===== config.mk =====
export PLATFORM = sky130hd
export DESIGN_NAME = hazard_stall_ctrl
export DESIGN_NICKNAME = d
export VERILOG_FILES = /design/src/rtl/hazard_stall_ctrl.sv
export SDC_FILE = /design/constraint.sdc
export NUM_CORES = 1
export LEC_CHECK = 0
export ABC_AREA = 1
export BUFFER_PORTS_ARGS = -buffer_cell sky130_fd_sc_hd__clkbuf_2
export CORE_MARGIN = 3
export CORE_UTILIZATION = 41
export CTS_CLUSTER_SIZE = 12
export DETAILED_ROUTE_END_ITERATION = 7
export SYNTH_ARGS = -nofsm -noshare
export SYNTH_HDL_FRONTEND = slang
export SYNTH_SLANG_ARGS = --single-unit

===== constraint.sdc =====
create_clock -name clk -period 3.1 [get_ports clk]
set_input_delay 0.62 -clock clk [delete_from_list [all_inputs] [get_ports clk]]
set_output_delay 0.62 -clock clk [all_outputs]
set_load 0.01 [all_outputs]

===== src/rtl/hazard_stall_ctrl.sv =====
// Decode-stage interlock for the 5-stage pipeline: a shadow scoreboard of in-flight writes
// detects RAW hazards in ID and drives stall, bubble, freeze and issue controls.
module hazard_stall_ctrl #(
    parameter int CNT_W = 16
) (
    input  logic             clk,
    input  logic             rst,
    input  logic             id_valid,
    input  logic [2:0]       id_rs,
    input  logic             id_rs_used,
    input  logic [2:0]       id_rt,
    input  logic             id_rt_used,
    input  logic [2:0]       id_rd,
    input  logic             id_wr_en,
    input  logic             mem_stall,
    input  logic             flush,
    output logic             stall_ifid,
    output logic             bubble_idex,
    output logic             freeze,
    output logic             issue,
    output logic [7:0]       busy_mask,
    output logic [CNT_W-1:0] stall_cnt
);

    logic             exValid_q, exValid_d;
    logic [2:0]       exRd_q, exRd_d;
    logic             memValid_q, memValid_d;
    logic [2:0]       memRd_q, memRd_d;
    logic             wbValid_q, wbValid_d;
    logic [2:0]       wbRd_q, wbRd_d;
    logic [CNT_W-1:0] cnt_q, cnt_d;

    logic       rsMatch;
    logic       rtMatch;
    logic       hazard;
    logic       hzBubble;
    logic [7:0] slotMask;

    // No forwarding and no register-file bypass: a source stays hazardous until WB retires.
    always_comb begin
        rsMatch = (exValid_q  && (exRd_q  == id_rs)) ||
                  (memValid_q && (memRd_q == id_rs)) ||
                  (wbValid_q  && (wbRd_q  == id_rs));
        rtMatch = (exValid_q  && (exRd_q  == id_rt)) ||
                  (memValid_q && (memRd_q == id_rt)) ||
                  (wbValid_q  && (wbRd_q  == id_rt));
        hazard  = id_valid && ((id_rs_used && rsMatch) || (id_rt_used && rtMatch));
    end

    always_comb begin
        slotMask = 8'h00;
        if (exValid_q) begin
            slotMask[exRd_q] = 1'b1;
        end
        if (memValid_q) begin
            slotMask[memRd_q] = 1'b1;
        end
        if (wbValid_q) begin
            slotMask[wbRd_q] = 1'b1;
        end
    end

    // Priority: reset, memory freeze, flush, hazard, normal issue.
    always_comb begin
        stall_ifid  = 1'b0;
        bubble_idex = 1'b0;
        freeze      = 1'b0;
        issue       = 1'b0;
        hzBubble    = 1'b0;
        busy_mask   = 8'h00;
        stall_cnt   = '0;
        if (!rst) begin
            busy_mask = slotMask;
            stall_cnt = cnt_q;
            if (mem_stall) begin
                freeze     = 1'b1;
                stall_ifid = 1'b1;
            end else if (flush) begin
                bubble_idex = 1'b1;
            end else if (hazard) begin
                stall_ifid  = 1'b1;
                bubble_idex = 1'b1;
                hzBubble    = 1'b1;
            end else begin
                issue = id_valid;
            end
        end
    end

    always_comb begin
        exValid_d  = exValid_q;
        exRd_d     = exRd_q;
        memValid_d = memValid_q;
        memRd_d    = memRd_q;
        wbValid_d  = wbValid_q;
        wbRd_d     = wbRd_q;
        cnt_d      = cnt_q;
        if (!mem_stall) begin
            wbValid_d  = memValid_q;
            wbRd_d     = memRd_q;
            memValid_d = exValid_q;
            memRd_d    = exRd_q;
            exValid_d  = issue && id_wr_en;
            exRd_d     = id_rd;
        end
        // Only hazard bubbles are counted; the counter sticks at all-ones.
        if (hzBubble && (cnt_q != {CNT_W{1'b1}})) begin
            cnt_d = cnt_q + {{(CNT_W-1){1'b0}}, 1'b1};
        end
    end

    always_ff @(posedge clk) begin
        if (rst) begin
            exValid_q  <= 1'b0;
            exRd_q     <= 3'd0;
            memValid_q <= 1'b0;
            memRd_q    <= 3'd0;
            wbValid_q  <= 1'b0;
            wbRd_q     <= 3'd0;
            cnt_q      <= '0;
        end else begin
            exValid_q  <= exValid_d;
            exRd_q     <= exRd_d;
            memValid_q <= memValid_d;
            memRd_q    <= memRd_d;
            wbValid_q  <= wbValid_d;
            wbRd_q     <= wbRd_d;
            cnt_q      <= cnt_d;
        end
    end

endmodule


==> results by group <==
Routing
  • Antenna-violating nets left: 0
  • Post-DR vias/cell: 4.910
  • Initial DRC count: 129
  • Initial DRT Pass Iterations: 4
  • DRC Markers: 0
  • Detailed Route WL: roughly 5700 um
  • Routed wire length per instance: 12.57 um
  • Vias post-DR: between 2000 and 2500

Clock tree
  • Clk Tree Root Cell: clkbuf_8
  • Clock transition at path regs: ~0.1 ns
  • Worst skew pair latency: between 0.2 and 0.3 ns
  • Clk sinks: 28
  • H-tree depth: 1
  • Post-CTS setup buffer count: 0
  • Post-CTS Resized: 0
  • Longest Clk Path Bufs: 2
  • Num CTS Buffers: 3
  • Hold buffer count at cts: 0
  • CTS tree: done

Placement
  • IO Port Bufs: 44
  • Hpwl dp: roughly 4300 um
  • DP Area: 0.002367 sq mm
  • Post-Place Worst Slack: 0.8053 ns
  • Gpl congestion: ~0.87

STA
  • Setup WS post-layout: between 0.6 and 0.7 ns
  • Final worst-path cycle share: 0.7984
  • Worst slew pin tran: just under 0.5 ns
  • Hold WS: about 0.49 ns
  • Setup tns final: 0 ns
  • Hold Fails Final Rpt: 0
  • Period minus WS final: between 2 and 2.5 ns
  • Pins Over Slew Limit: 0
  • RSZ-0062 raised after global routing: no
  • Normalized max-slew margin: 0.6704
  • Achievable clock frequency: just over 400 MHz
  • Endpoints failing setup: 0
  • Worst Clk Skew: around 0.0055 ns

Power and ir drop
  • Leakage power: a little over 1 nW
  • Worst vdd ir: around 0.17 mV
  • Power Density: a little over 300 mW/mm^2

Worst setup path
  • Endpoint arrival time on the critical path: 1.86 ns
  • Startpoint types: flip-flop
  • Worst Setup End Kind: output pin
  • Crit Path Category: reg -> out
  • Required time of the critical path: 2.48 ns
  • CP bufs+invs: 2
  • Reg2Reg Setup Slack: 1.00 ns
  • Largest delay contributor family on the critical path: simple AND/OR/NAND/NOR gates
  • Most used cell, CP: nand2_1
  • CP max FO: 7
  • Crit path largest cell delay: between 0.5 and 0.6 ns
  • Critical path, cell by cell: inv_2 > nand2_1 > nand2_1 > nor2_1 > nand2_1 > nand3_1 > nand2_1 > nand2_2 > nand3_1 > o21ai_1 > clkbuf_2
  • Worst path slowest cell: dfxtp_1

Global route
  • Largest net degree at the start of global routing: 34
  • Vias in the first global route: ~2100
  • Gr ovfl total: 0
  • Total GRT Usage: 0.1870
  • First-pass GRT wire length: 9446 um
  • Initial antenna violation count: 0

Final layout
  • Fin util: 0.4997
  • N_diodes: 0
  • Nets: slightly above 400
  • Final Cell Area: 0.002439 sq mm
  • Share of cells above drive strength 1: 0.2108
  • Commonest non-fill, non-tap cell in the layout: nand2_1
  • Most frequent cells in the layout: nand2_1, nor2_1, clkbuf_2, inv_1, dfxtp_1
  • Area Growth Syn to Fin: 14.78%

Yosys
  • Post-synth cell types: 30
  • Yosys top cell area share: 0.2638
  • Largest cells by area after synthesis: dfxtp_1, nand2_1, nor2_1, inv_1, nand3_1
  • Avg Cell Area, Syn: slightly above 6 sq um
  • Register area share after synthesis: 0.2638
  • Synth Register Bits: 28
  • Cell count after synthesis: 350
  • Ys Warns: 0
  • Cell area after synthesis: around 0.0021 sq mm
  • Synth Net Count: between 300 and 400
  • Synth area leader: dfxtp_1

Die
  • Row cnt: 25
  • Starting density of the core: 0.4354
  • DIE AREA: around 0.006 sq mm
  • Ports: 45
  • CORE AREA: approximately 0.0049 sq mm
  • Die height: 77.99 um
  • Die X-Extent: 77.99 um

Hold path
  • Hold Path Class: reg -> reg

Run
  • Max_cap viols: 0

Status
  • Status: finished, final reports clean
[final timing paths]
path	from	to	depth (start not counted)
worst max-delay path	memRd_q[1]$_SDFFE_PP0N_	stall_ifid	11
worst min-delay path	cnt_q[9]$_SDFFE_PP0P_	cnt_q[9]$_SDFFE_PP0P_	2
worst max register to register	memRd_q[1]$_SDFFE_PP0N_	cnt_q[14]$_SDFFE_PP0P_	12
worst min register to register	cnt_q[9]$_SDFFE_PP0P_	cnt_q[9]$_SDFFE_PP0P_	2
[flip-flops by register name (all words and copies together), names as in the netlist]
register    count
cnt_q          16
memValid_q      1
wbValid_q       1
memRd_q         3
wbRd_q          3
exRd_q          3
exValid_q       1
[cell type report]
| class | instances | area [sq um] |
|---|---|---|
| clock buffer | 3 | 41.29 |
| clock inverter | 1 | 30.03 |
| fill | 548 | 2441 |
| inverter | 51 | 191.4 |
| multi-input combinational | 260 | 1296 |
| sequential | 28 | 560.5 |
| tap | 67 | 83.83 |
| timing repair buffer | 46 | 235.2 |
[worst register-to-register path: stages (launching register included)]
cell	delay [ns]
dfxtp_1	0.54
inv_2	0.16
nand2_1	0.09
nand2_1	0.06
nor2_1	0.08
nand2_1	0.05
nand3_1	0.07
nand2_1	0.08
nand2_2	0.11
buf_4	0.27
nand2_2	0.27
nand2_1	0.15
a21oi_2	0.06
[Yosys cell counts]
cell type	count
nand2_1	103
nor2_1	47
inv_1	40
dfxtp_1	28
nand3_1	21
xor2_1	12
o21ai_0	11
a21oi_2	9
inv_2	9
nand3_2	9
a21oi_1	8
nor3_1	8
o22ai_1	8
nor4_1	5
nand4_1	4
buf_2	3
clkbuf_1	3
o21ai_1	3
o32ai_1	3
buf_4	2
clkinv_1	2
nand2_2	2
nor2_2	2
o221ai_1	2
a31oi_1	1
buf_1	1
buf_12	1
buf_6	1
ha_1	1
nor3_2	1
[metal layers]
layer,up-vias,track usage,routed length (um)
met5,-,0,0
met4,0,0.04196,54
met3,4,0.02668,247
met2,48,0.3579,2957
met1,992,0.2167,2473
li1,1195,-,-
[metrics by stage]
step                      power (W)  cells
after global routing      0.0007810    456
final                     0.0007422    456
after floorplan           0.0004319    350
after global placement    0.0004611    452
after CTS                 0.0007516    456
after detailed placement  0.0004609    452
[kinds of logic (layout without fill, tap and decap cells)]
logic type | after synthesis | count (layout) | synth area share
AND/OR/NAND/NOR | 202 | 202 | 0.4187
adder cells (fa/ha/maj) | 1 | 1 | 0.005888
flip-flops | 28 | 28 | 0.2638
buffers and inverters | 62 | 101 | 0.1260
AO/OA/AOI/OAI | 45 | 45 | 0.1360
XOR/XNOR | 12 | 12 | 0.04947
[power by group]
part	total [W]	switching [W]	internal, W
Combinational	0.0000787	0.0000532	0.0000255
Sequential	0.000374	0.00000984	0.000364
Clock	0.000289	0.000116	0.000173
No activity file was read; power rests on OpenSTA's default activity.
